### config.mk
export PLATFORM = sky130hd
export DESIGN_NAME = ftseg_scan_ctrl_flat
export DESIGN_NICKNAME = d
export VERILOG_FILES = /design/src/rtl/ftseg_scan_ctrl_pkg.sv /design/src/rtl/ftseg_scan_ctrl_if.sv /design/src/rtl/ftseg_scan_ctrl_prescaler.sv /design/src/rtl/ftseg_scan_ctrl.sv /design/src/flat_wrapper.sv
export SDC_FILE = /design/constraint.sdc
export NUM_CORES = 1
export LEC_CHECK = 0
export CORE_ASPECT_RATIO = 1.2
export CORE_MARGIN = 5
export CORE_UTILIZATION = 40
export CTS_BUF_LIST = sky130_fd_sc_hd__clkbuf_8
export DETAILED_ROUTE_END_ITERATION = 8
export HOLD_SLACK_MARGIN = 0.12
export PLACE_DENSITY_LB_ADDON = 0.15
export SYNTH_ARGS = -nofsm -noshare
export SYNTH_HDL_FRONTEND = slang
export SYNTH_SLANG_ARGS = --single-unit
### constraint.sdc
create_clock -name clk -period 3 [get_ports clk]
set_clock_uncertainty 0.1 [all_clocks]
set_input_delay 0.6 -clock clk [delete_from_list [all_inputs] [get_ports clk]]
set_output_delay 0.6 -clock clk [all_outputs]
set_load 0.01 [all_outputs]
### src/rtl/ftseg_scan_ctrl_pkg.sv
// ftseg_scan_ctrl_pkg
// Shared display definitions for the 4-digit 14-segment scan controller:
// code constants understood by the segment decoder, the "all digits off"
// enable pattern, the digit count, and a helper mapping a digit select
// to its active-low enable pattern.
package ftseg_scan_ctrl_pkg;

  localparam int NUM_DIGITS = 4;

  localparam logic [3:0] CODE_A     = 4'd10;
  localparam logic [3:0] CODE_M     = 4'd11;
  localparam logic [3:0] CODE_DASH  = 4'd12;
  localparam logic [3:0] CODE_P     = 4'd13;
  localparam logic [3:0] CODE_BLANK = 4'd15;

  localparam logic [3:0] SSD_OFF = 4'b1111;

  typedef logic [1:0] sel_t;

  // Active-low one-hot enable for the selected digit.
  function automatic logic [3:0] digit_enable(input sel_t sel);
    return ~(4'b0001 << sel);
  endfunction

endpackage

### src/rtl/ftseg_scan_ctrl_if.sv
// ftseg_scan_ctrl_if
// Load handshake and display outputs of the scan controller.
//   load       : one-cycle strobe capturing digits_in/blank_in
//   digits_in  : four 4-bit codes, [3:0] = digit0 (rightmost)
//   blank_in   : per-digit blank mask, 1 = digit dark
//   busy       : new contents pending, not yet on the display
//   frame_done : one-cycle pulse after each digit3->digit0 wrap
//   bcd        : code of the active digit, to the segment decoder
//   ssd_ctl    : active-low digit enables, [0] = digit0
// master = the block supplying display contents; slave = the controller.
interface ftseg_scan_ctrl_if;
  logic        load;
  logic [15:0] digits_in;
  logic [3:0]  blank_in;
  logic        busy;
  logic        frame_done;
  logic [3:0]  bcd;
  logic [3:0]  ssd_ctl;

  modport master (
    output load, digits_in, blank_in,
    input  busy, frame_done, bcd, ssd_ctl
  );

  modport slave (
    input  load, digits_in, blank_in,
    output busy, frame_done, bcd, ssd_ctl
  );
endinterface

### src/rtl/ftseg_scan_ctrl_prescaler.sv
// ftseg_scan_prescaler
// Digit-slot prescaler: counts 0..SCAN_DIV-1 and wraps; tick is high
// during the last count of each slot.
//   clk, rst : clock, asynchronous active-high reset
//   tick     : high while the counter sits at SCAN_DIV-1
module ftseg_scan_prescaler #(
  parameter int SCAN_DIV = 50000,
  parameter int CNT_W    = 16
) (
  input  logic clk,
  input  logic rst,
  output logic tick
);

  localparam logic [CNT_W-1:0] LAST = CNT_W'(SCAN_DIV - 1);

  logic [CNT_W-1:0] cnt_p0;

  always_ff @(posedge clk or posedge rst) begin
    if (rst)
      cnt_p0 <= '0;
    else if (cnt_p0 == LAST)
      cnt_p0 <= '0;
    else
      cnt_p0 <= cnt_p0 + CNT_W'(1);
  end

  assign tick = (cnt_p0 == LAST);

endmodule

### src/rtl/ftseg_scan_ctrl.sv
// ftseg_scan_ctrl
// Time-multiplexed scan controller for a 4-digit 14-segment display.
// Holds the active display contents plus one pending buffer; pending
// contents are promoted to active only at the digit3->digit0 wrap so a
// frame never mixes old and new digits.
//   clk, rst : clock, asynchronous active-high reset
//   bus      : slave side of ftseg_scan_ctrl_if (load/busy handshake,
//              frame_done pulse, registered bcd/ssd_ctl outputs)
module ftseg_scan_ctrl
  import ftseg_scan_ctrl_pkg::*;
#(
  parameter int SCAN_DIV = 50000,
  parameter int CNT_W    = 16
) (
  input  logic               clk,
  input  logic               rst,
  ftseg_scan_ctrl_if.slave   bus
);

  logic        tick;
  logic        boundary;
  sel_t        sel_p0;

  logic [15:0] act_digits;
  logic [3:0]  act_blank;
  logic [15:0] pend_digits;
  logic [3:0]  pend_blank;
  logic        pend_valid;
  logic        frame_done_p1;

  logic [3:0]  cur_code;
  logic        cur_blank;
  logic [3:0]  bcd_p1;
  logic [3:0]  ssd_p1;

  ftseg_scan_prescaler #(
    .SCAN_DIV (SCAN_DIV),
    .CNT_W    (CNT_W)
  ) u_prescaler (
    .clk  (clk),
    .rst  (rst),
    .tick (tick)
  );

  // The tick that ends the digit3 slot is the frame boundary.
  assign boundary = tick && (sel_p0 == 2'd3);

  // ---- stage p0: digit select ----
  always_ff @(posedge clk or posedge rst) begin
    if (rst)
      sel_p0 <= '0;
    else if (tick)
      sel_p0 <= sel_p0 + 2'd1;
  end

  // Pending/active buffers. On a boundary coinciding with a load, active
  // takes the old pending contents (read before this edge) while the new
  // load lands in pending, so it waits a full frame.
  always_ff @(posedge clk or posedge rst) begin
    if (rst) begin
      act_digits    <= '0;
      act_blank     <= 4'b1111;
      pend_digits   <= '0;
      pend_blank    <= '0;
      pend_valid    <= 1'b0;
      frame_done_p1 <= 1'b0;
    end else begin
      if (boundary && pend_valid) begin
        act_digits <= pend_digits;
        act_blank  <= pend_blank;
      end
      if (bus.load) begin
        pend_digits <= bus.digits_in;
        pend_blank  <= bus.blank_in;
        pend_valid  <= 1'b1;
      end else if (boundary) begin
        pend_valid <= 1'b0;
      end
      frame_done_p1 <= boundary;
    end
  end

  always_comb begin
    cur_code  = act_digits[{sel_p0, 2'b00} +: 4];
    cur_blank = act_blank[sel_p0];
  end

  // ---- stage p1: registered display outputs (one cycle behind sel) ----
  always_ff @(posedge clk or posedge rst) begin
    if (rst) begin
      ssd_p1 <= SSD_OFF;
      bcd_p1 <= CODE_BLANK;
    end else if (cur_blank) begin
      ssd_p1 <= SSD_OFF;
      bcd_p1 <= CODE_BLANK;
    end else begin
      ssd_p1 <= digit_enable(sel_p0);
      bcd_p1 <= cur_code;
    end
  end

  assign bus.busy       = pend_valid;
  assign bus.frame_done = frame_done_p1;
  assign bus.bcd        = bcd_p1;
  assign bus.ssd_ctl    = ssd_p1;

endmodule

### src/flat_wrapper.sv
// flat-port wrapper written by rule: the top's interface ports become plain ports
module ftseg_scan_ctrl_flat import ftseg_scan_ctrl_pkg::*;
#(
  parameter int SCAN_DIV = 50000,
  parameter int CNT_W    = 16
)
  (clk, rst, bus_load, bus_digits_in, bus_blank_in, bus_busy, bus_frame_done, bus_bcd, bus_ssd_ctl);
  ftseg_scan_ctrl_if bus_i ();
  input  logic clk;
  input  logic rst;
  input wire logic [$bits(bus_i.load)-1:0] bus_load;
  input wire logic [$bits(bus_i.digits_in)-1:0] bus_digits_in;
  input wire logic [$bits(bus_i.blank_in)-1:0] bus_blank_in;
  output wire logic [$bits(bus_i.busy)-1:0] bus_busy;
  output wire logic [$bits(bus_i.frame_done)-1:0] bus_frame_done;
  output wire logic [$bits(bus_i.bcd)-1:0] bus_bcd;
  output wire logic [$bits(bus_i.ssd_ctl)-1:0] bus_ssd_ctl;
  assign bus_i.load = bus_load;
  assign bus_i.digits_in = bus_digits_in;
  assign bus_i.blank_in = bus_blank_in;
  assign bus_busy = bus_i.busy;
  assign bus_frame_done = bus_i.frame_done;
  assign bus_bcd = bus_i.bcd;
  assign bus_ssd_ctl = bus_i.ssd_ctl;
  ftseg_scan_ctrl #(.SCAN_DIV(SCAN_DIV), .CNT_W(CNT_W)) u_core (.clk(clk), .rst(rst), .bus(bus_i));
endmodule
[Word level (Yosys, flattened, before mapping)]
Index checks and enable logic that the tools add are counted.
Word-level totals
  register bits: 68
  input port bits: 23
  output and inout port bits: 10
  word-level logic and storage cells: 28
Cells by class
  add/subtract/negate cells: 2
  order comparisons: 1
  equal/unequal tests: 2
  shift operators: 2
  muxes and demuxes: 7
  bitwise gates (word level): 1
  reduce and logical (&&, ||, !) cells: 3
Operators with widths (count)
  $add 16x1->16 const B: 1
  $eq 16x16->1 const B: 1
  $mux 16: 1
  $shiftx 16x5->4: 1
  $mux 4: 2
  $not 4->4: 1
  $shl 1x2->4 const A: 1
  $lt 2x3->1 const B: 1
  $mux 1: 3
  $add 2x1->2 const B: 1
  $bmux 1 s2: 1
  $eq 2x2->1 const B: 1
  $logic_and 1x1->1: 2
  $reduce_bool 2->1: 1

[Longest topological paths before layout]
Gate-level depths: netlist of run 1.
  depth in word-level cells: 4
  gate-level depth with buffers: 6
  depth with buffers taken out: 5

[By module]
Synthesis of run 1 repeated with hierarchy kept, for this count alone.
Second synthesis, totals
  cell total of the unflattened synthesis: 192
  area, all modules: 2831.5 sq um
By module, submodules not included
  ftseg_scan_ctrl: instances 1, cells each 124, area each 2074.5 sq um, sequential area each 1316.3 sq um
  ftseg_scan_prescaler: instances 1, cells each 68, area each 757.0 sq um, sequential area each 400.4 sq um

[Worst setup path after synthesis of run 1]
No wires, ideal clock.
  kind: register -> register
  start: reg u_core.u_prescaler.cnt_p0[7]
  end: reg u_core.act_digits[0]
  library setup time: 127 ps
  arrival: 1944 ps
  required time: 2773 ps
  slack: 828 ps
  cell stages (with the launch flop): 6
  buffers on the path: 1
  period minus slack after synthesis: 2172 ps
  cells stage by stage: dfrtp_1 -> or4b_4 -> nor4_4 -> and3_1 -> buf_6 -> mux2_1
On the way
  longest elaborated chain between the ends: 3
Ends and longest elaborated chain
  start: declaration: line ftseg_scan_ctrl_prescaler.sv:17  | logic [CNT_W-1:0] cnt_p0;
  start signal: assignment: line ftseg_scan_ctrl_prescaler.sv:25  | cnt_p0 <= cnt_p0 + CNT_W'(1);
  $eq 16x16->1: line ftseg_scan_ctrl_prescaler.sv:28  | assign tick = (cnt_p0 == LAST);
  $logic_and 1x1->1: line ftseg_scan_ctrl.sv:46  | assign boundary = tick && (sel_p0 == 2'd3);
  $logic_and 1x1->1: line ftseg_scan_ctrl.sv:68  | if (boundary && pend_valid) begin
  end signal: assignment: line ftseg_scan_ctrl.sv:69  | act_digits <= pend_digits;
  end: declaration: line ftseg_scan_ctrl.sv:24  | logic [15:0] act_digits;
No other way between the ends.
A chain may end at the register's enable or synchronous reset.

[Worst setup path after layout of run 1]
  start: reg u_core.u_prescaler.cnt_p0[7]
  end: reg u_core.act_digits[11]
The elaborated chain is that of the path after synthesis.

==> results of run 1 <==
-- worst max-delay path, cell delays in order, from the launching register on --
cell,delay (ns)
sky130_fd_sc_hd__dfrtp_1,0.41
sky130_fd_sc_hd__or4b_4,0.56
sky130_fd_sc_hd__nor4_4,0.27
sky130_fd_sc_hd__and3_1,0.18
sky130_fd_sc_hd__buf_4,0.27
sky130_fd_sc_hd__mux2_1,0.36
-- Yosys cell counts, drive strengths merged, types with 5 or more instances --
| cell type | number | area (sq um) |
|---|---|---|
| dfrtp | 56 | 1400 |
| mux2 | 41 | 462 |
| dfstp | 12 | 315 |
| nand2 | 12 | 45.0 |
| nor2 | 10 | 37.5 |
| xnor2 | 7 | 61.3 |
| inv | 6 | 22.5 |
| xor2 | 6 | 52.6 |
| ha | 5 | 62.6 |
-- power groups by stage --
stage                     Sequential (uW)  Clock, uW  Combinational (uW)
after CTS                             958        859                88.5
after global placement                975          0                87.5
after floorplan                       970          0                45.6
after detailed placement              975          0                88.2
final                                 957        829                85.2
after global routing                  961        902                96.0
-- kinds of logic (layout without fill, tap and decap cells) --
kind of cell,count (synthesis),count (layout)
buffers and inverters,13,59
AO/OA/AOI/OAI,6,6
multiplexers,47,47
XOR/XNOR,13,13
AND/OR/NAND/NOR,46,46
flip-flops,68,68
adder cells (fa/ha/maj),5,5
-- sequential cells by signal, indices dropped and copies added (netlist names) --
name and count:
u_core.bus.bcd 4, u_core.pend_blank 4, u_core.bus.frame_done 1, u_core.u_prescaler.cnt_p0 16, u_core.bus.ssd_ctl 4, u_core.pend_digits 16, u_core.bus.busy 1, u_core.act_blank 4
u_core.act_digits 16, u_core.sel_p0 2
-- cell usage in the layout, fill, tap and decap left out, drive strengths merged --
master / netlist / layout
a21o: 1 / 1
a21oi: 1 / 1
and3: 1 / 1
buf: 3 / 5
bufinv: 0 / 2
clkbuf: 4 / 9
clkdlybuf4s50: 0 / 32
clkinv: 0 / 3
dfrtp: 56 / 56
dfstp: 12 / 12
ha: 5 / 5
inv: 6 / 8
mux2: 41 / 41
mux2i: 2 / 2
mux4: 4 / 4
nand2: 12 / 12
nand2b: 1 / 1
nand3: 4 / 4
nand4: 4 / 4
nand4bb: 2 / 2
nor2: 10 / 10
nor2b: 1 / 1
nor3: 1 / 1
nor4: 3 / 3
o21a: 1 / 1
o21ai: 3 / 3
or2: 4 / 4
or3: 2 / 2
or4b: 1 / 1
xnor2: 7 / 7
xor2: 6 / 6
-- metrics by stage --
step	setup WS [ns]	hold slack [ns]	cells
after global placement	0.745	0.364	315
after global routing	0.598	0.398	331
after floorplan	0.608	0.352	198
after detailed placement	0.711	0.374	315
final	0.725	0.386	331
after CTS	0.701	0.387	331
-- final timing paths --
check | slack, ns | depth (start not counted) | end | startpoint
max in group asynchronous | 1.74 | 3 | u_core.bus.bcd[3]$_DFF_PP1_ | rst
worst max-delay path | 0.73 | 5 | u_core.act_digits[11]$_DFFE_PP0P_ | u_core.u_prescaler.cnt_p0[7]$_DFF_PP0_
worst min-delay path | 0.39 | 1 | u_core.u_prescaler.cnt_p0[0]$_DFF_PP0_ | u_core.u_prescaler.cnt_p0[0]$_DFF_PP0_
worst min register to register | 0.39 | 1 | u_core.u_prescaler.cnt_p0[0]$_DFF_PP0_ | u_core.u_prescaler.cnt_p0[0]$_DFF_PP0_
min in group asynchronous | 0.45 | 2 | u_core.pend_digits[14]$_DFFE_PP0P_ | rst
worst max register to register | 0.73 | 5 | u_core.act_digits[11]$_DFFE_PP0P_ | u_core.u_prescaler.cnt_p0[7]$_DFF_PP0_
-- final cells by class --
cell class	count	area, sq um	area share
Sequential cell	68	1720	0.493
Multi-Input combinational cell	117	1040	0.299
Timing Repair Buffer	37	370	0.106
Clock buffer	9	124	0.0356
Tap cell	87	109	0.0313
Clock inverter	7	96.3	0.0277
Inverter	6	22.5	0.00647
-- metal layers --
metal,track usage,share of wire,up-vias
li1,-,-,777
met1,0.153,0.46,816
met2,0.204,0.48,24
met3,0.0347,0.040,10
met4,0.0695,0.019,0
met5,0,0,-
==> results.tsv, run 1 <==
stage	metric	value	unit
timing	report.final.slew_viol_count	0	
detailed_routing	post_drt_via_cell_ratio	4.92	
detailed_routing	detail_route.drc_violations	0	
place	place_hpwl	3200	microns
clock_network	htree_num_levels	3	
final_layout	finalCoreUtilization	0.508	
pwr	combPwrFrac	0.046	
detailed_routing	drtIter0Drc	42	
pwr	power.share.sequential	0.512	
run	drv_cap	0	
synthesis	main_combinational_cell_family_by_area_after_synthesis	multiplexers	
synthesis	post_synth_cell_types	31	
worst_setup_path	start_kind	flip-flop	
clock_network	clock_tree_from_tritoncts	built	
synthesis	synth_edf_count	0	
pwr	total_switching_power	402	uW
hold_path	timing.hold.worst.class	reg -> reg	
clock_network	cts_max_path_buffers	2	
detailed_routing	routedWlPerCell	14.2	microns
clock_network	clock_sinks	68	
final_layout	antenna_cells_inserted	0	
worst_setup_path	worstSetupPathType	reg -> reg	
timing	timing.final.hold_violations	0	
final_layout	fill_cells	635	
synthesis	synth-adder-area-share	0.0222	
die	floorplan.die_area	8850	sq um
global_route	grt_pass1_vias	1791	
pwr	power.clock.fraction	0.443	
timing	report.final.setup_viol	0	
synthesis	synth_flop_cell	sky130_fd_sc_hd__dfrtp_1	
worst_setup_path	critical_path.max_fanout	20	
pwr	switching_part_of_the_total_power	0.215	
detailed_routing	dr_total_vias	1627	
worst_setup_path	critPathRequiredTime	3.11	ns
synthesis	yosys_warnings	0	
clock_network	clock_latency	0.34	ns
synthesis	synth-xor-area-share	0.0403	
synthesis	ys_ff_latch	68	
timing	max_clock_freq	440	MHz
die	fp.coreArea	6850	sq um
die	num_io_pins	33	
timing	unrepaired_setup_endpoints_after_global_routing	false	
synthesis	post_synth.cell_area_avg	14.3	sq um
pwr	power.static_leakage	0.00160	uW
global_route	first_pass_grt_wire_length	8560	microns
clock_network	cts_inserted_buffers	9	
pwr	internal_power	1470	uW
synthesis	syn_nets	226	
global_route	pin_count_of_the_biggest_net_entering_global_routing	44	
detailed_routing	drt_pre_antenna_iters	4	
clock_network	worst_setup_hold_path_clk_slew	0.08	ns
final_layout	finalNetCount	267	
clock_network	cts.repair_timing.setup_buffer_count	0	
synthesis	fraction_of_the_mapped_netlist_area_in_compound_gates	0.0124	
synthesis	post_synth_inst_count	198	
final_layout	layout-area-overhead-vs-synth	23.3	%
final_layout	post_route_cells_drive_above_1_share	0.266	
timing	layout_worst_path_cycle_share	0.758	
run_status	status	finished, final reports clean	
worst_setup_path	timing.critical_path.arrival	2.39	ns
worst_setup_path	cp_capture_type	flip-flop	
place	buffers_on_ports	32	
die	initial_cell_density_of_the_core	0.412	
final_layout	final_area	3480	sq um
die	chipHeight	102	microns
die	std_cell_rows	33	
global_route	number_of_antenna_violations_at_the_first_check_in_global_routing	0	
place	place.gp.congestion	0.809	
timing	final_critical_period	2.27	ns
detailed_routing	drt-total-wl	4700	microns
die	die_x	86.7	microns
clock_network	number_of_hold_buffers_added_after_cts	0	
detailed_routing	antenna_left	0	
place	placed_area	3260	sq um
synthesis	synth_simple_gate_area_share	0.0917	
synthesis	synth_seq_area_share	0.608	
clock_network	clock_tree.root_cell	sky130_fd_sc_hd__clkbuf_8	
global_route	grt_usage	0.126	
synthesis	yosys-mux-area-fraction	0.202	
pwr	ir_worst_vdd	297	uV
pwr	power	1870	uW
timing	worstMarginPinSlew	0.471	ns
timing	worst_slew_margin_rel	0.686	
timing	timing.setup.tns	0	ns
synthesis	syn_area	2820	sq um
pwr	powerDensity	538	nW/um^2
global_route	globalRoute.totalOverflow	0	
clock_network	cts.repair.resized	0	
synthesis	ys_async_rst_share	1.00	
Note: power is estimated with default switching activity, not from simulation.
==> run 2, diff against run 1 <==
==> constraint.sdc (replaced) <==
create_clock -name clk -period 2.2 [get_ports clk]
set_clock_uncertainty 0.1 [all_clocks]
set_input_delay 0.44 -clock clk [delete_from_list [all_inputs] [get_ports clk]]
set_output_delay 0.44 -clock clk [all_outputs]
set_load 0.01 [all_outputs]
==> run 2 against run 1 <==
  * Global-route usage down 0.16 points
  * Non-clock buffer count up 7
  * Utilization up 1.7 points
  * Total power up 43%
  * Sequential power up 37%
  * Flip-flop and latch count unchanged
  * Worst hold slack worse by 0.011 ns
  * Sequential share of layout area down 1.6 points
  * Die area unchanged
  * Design area up 3.3%
  * Critical path depth unchanged
  * Largest cell class unchanged
  * Highest routed layer unchanged
==> results.tsv, run 2 (same netlist as run 1, synthesis figures left out) <==
stage	metric	value	unit	change
run_status	status	finished, final reports clean		
worst_setup_path	cp_capture_type	flip-flop		
die	std_cell_rows	33		unchanged
worst_setup_path	critical_path.max_fanout	20		unchanged
clock_network	clock_tree_from_tritoncts	built		
die	fp.coreArea	6850	sq um	unchanged
pwr	powerDensity	745	nW/um^2	+39%
global_route	grt_pass1_vias	1736		-3.1%
detailed_routing	drt-total-wl	4880	microns	+3.8%
pwr	combPwrFrac	0.045		about the same
pwr	switching_part_of_the_total_power	0.190		-0.0253
hold_path	timing.hold.worst.class	in -> async		
clock_network	cts.repair.resized	1		+1
final_layout	post_route_cells_drive_above_1_share	0.287		+0.0205
pwr	power	2680	uW	+43%
final_layout	mostFrequentLayoutCells	56 x sky130_fd_sc_hd__dfrtp_1, 32 x sky130_fd_sc_hd__clkdlybuf4s50_1, 21 x sky130_fd_sc_hd__mux2_2, 20 x sky130_fd_sc_hd__mux2_1		
clock_network	htree_num_levels	3		unchanged
clock_network	cts_max_path_buffers	2		unchanged
place	place_hpwl	3470	microns	+8.5%
final_layout	reg.largest.list	u_core.act_digits (16), u_core.pend_digits (16), u_core.u_prescaler.cnt_p0 (16)		
timing	worst_slack	0.128	ns	-0.597 ns
pwr	power.static_leakage	0.00166	uW	+3.4%
clock_network	clock_latency	0.33	ns	about the same
timing	layout_worst_path_cycle_share	0.942		+0.183
final_layout	finalNetCount	274		+2.6%
place	buffers_on_ports	32		unchanged
timing	max_clock_freq	483	MHz	+9.8%
pwr	internal_power	2170	uW	+48%
global_route	first_pass_grt_wire_length	8360	microns	-2.3%
final_layout	finalCoreUtilization	0.525		+0.0170
clock_network	number_of_hold_buffers_added_after_cts	0		unchanged
timing	report.final.slew_viol_count	0		unchanged
timing	unrepaired_setup_endpoints_after_global_routing	false		
pwr	power.share.sequential	0.488		-0.024
final_layout	layout_commonest_cell	sky130_fd_sc_hd__dfrtp_1		
timing	worstMarginPinSlew	0.445	ns	-0.0257 ns
clock_network	clock_tree.root_cell	sky130_fd_sc_hd__clkbuf_8		
detailed_routing	drt_pre_antenna_iters	4		unchanged
worst_setup_path	start_kind	flip-flop		
die	floorplan.die_area	8850	sq um	unchanged
place	post-place-ws	0.00635	ns	-0.704 ns
detailed_routing	dr_total_vias	1624		-0.18%
place	placed_area	3340	sq um	+2.5%
die	chipHeight	102	microns	unchanged
run	drv_cap	0		unchanged
timing	worst_slew_margin_rel	0.703		+0.0165
die	num_io_pins	33		unchanged
worst_setup_path	critPathRequiredTime	2.31	ns	-0.80 ns
pwr	total_switching_power	509	uW	+26%
clock_network	clock_sinks	68		unchanged
timing	timing.final.hold_violations	0		unchanged
global_route	globalRoute.totalOverflow	0		unchanged
clock_network	cts_inserted_buffers	9		unchanged
detailed_routing	post_drt_via_cell_ratio	4.80		-2.3%
timing	final_critical_period	2.07	ns	-0.203 ns
global_route	grt_usage	0.125		-0.00156
timing	report.final.setup_viol	0		unchanged
pwr	ir_worst_vdd	366	uV	+23%
clock_network	worst_setup_hold_path_clk_slew	0.07	ns	about the same
detailed_routing	routedWlPerCell	14.4	microns	+1.7%
final_layout	antenna_cells_inserted	0		unchanged
final_layout	layout-area-overhead-vs-synth	27.4	%	
pwr	power.clock.fraction	0.468		+0.025
detailed_routing	detail_route.drc_violations	0		unchanged
timing	timing.setup.tns	0	ns	unchanged
final_layout	final_area	3600	sq um	+3.3%
worst_setup_path	timing.critical_path.arrival	2.18	ns	-0.21 ns
clock_network	cts.repair_timing.setup_buffer_count	0		unchanged
die	initial_cell_density_of_the_core	0.412		unchanged
detailed_routing	antenna_left	0		unchanged
global_route	number_of_antenna_violations_at_the_first_check_in_global_routing	0		unchanged
die	die_x	86.7	microns	unchanged
place	place.gp.congestion	0.734		-9.3%
global_route	pin_count_of_the_biggest_net_entering_global_routing	30		-32%
detailed_routing	drtIter0Drc	55		+31%
worst_setup_path	worstSetupPathType	reg -> reg		
==> run 2: cell types whose count changed in the layout (fill, tap and decap cells not counted), sizes merged <==
cell,delta
bufinv,+1
clkinvlp,+1
clkinv,-2
inv,-2
clkbuf,+2
buf,+7
==> run 2: final timing paths <==
kind | slack (ns) | cells after the start | endpoint | from
worst max-delay path | 0.13 | 5 | u_core.act_digits[5]$_DFFE_PP0P_ | u_core.u_prescaler.cnt_p0[7]$_DFF_PP0_
worst min-delay path | 0.37 | 2 | u_core.u_prescaler.cnt_p0[11]$_DFF_PP0_ | rst
worst max register to register | 0.13 | 5 | u_core.act_digits[5]$_DFFE_PP0P_ | u_core.u_prescaler.cnt_p0[7]$_DFF_PP0_
worst min register to register | 0.37 | 1 | u_core.u_prescaler.cnt_p0[0]$_DFF_PP0_ | u_core.u_prescaler.cnt_p0[0]$_DFF_PP0_
max in group asynchronous | 1.09 | 3 | u_core.act_blank[1]$_DFFE_PP1P_ | rst
min in group clk | 0.38 | 1 | u_core.u_prescaler.cnt_p0[0]$_DFF_PP0_ | u_core.u_prescaler.cnt_p0[0]$_DFF_PP0_
==> run 2: area by class of cell <==
type	count	area, sq um
Inverter	6	26.3
Sequential cell	68	1720
Fill cell	636	3260
Multi-Input combinational cell	117	1050
Tap cell	87	109
Clock buffer	11	151
Clock inverter	5	98.8
Timing Repair Buffer	44	448
==> run 2: critical path: stages, from the launching register on <==
cell and delay [ns]:
sky130_fd_sc_hd__dfrtp_1 0.38, sky130_fd_sc_hd__or4b_4 0.55, sky130_fd_sc_hd__nor4_4 0.19, sky130_fd_sc_hd__and3_4 0.23, sky130_fd_sc_hd__buf_12 0.16, sky130_fd_sc_hd__mux2_1 0.34
==> run 2: per-layer routing <==
metal	part of all wire	GRT usage	vias up
li1	-	-	782
met1	0.44	0.155	805
met2	0.51	0.208	27
met3	0.029	0.0242	10
met4	0.022	0.0612	0
met5	0	0	-
==> run 2: through the flow <==
| step | hold slack, ns | std cells |
|---|---|---|
| after global placement | 0.362 | 322 |
| after floorplan | 0.352 | 198 |
| after CTS | 0.381 | 338 |
| after global routing | 0.403 | 338 |
| after detailed placement | 0.372 | 322 |
| final | 0.375 | 338 |
==> run 2: power groups by stage <==
stage                     logic (uW)  registers, uW  clock network [uW]
after floorplan                 62.5           1320                   0
after CTS                        124           1310                1290
final                            119           1310                1250
after global routing             134           1310                1350
after global placement           122           1330                   0
after detailed placement         124           1330                   0
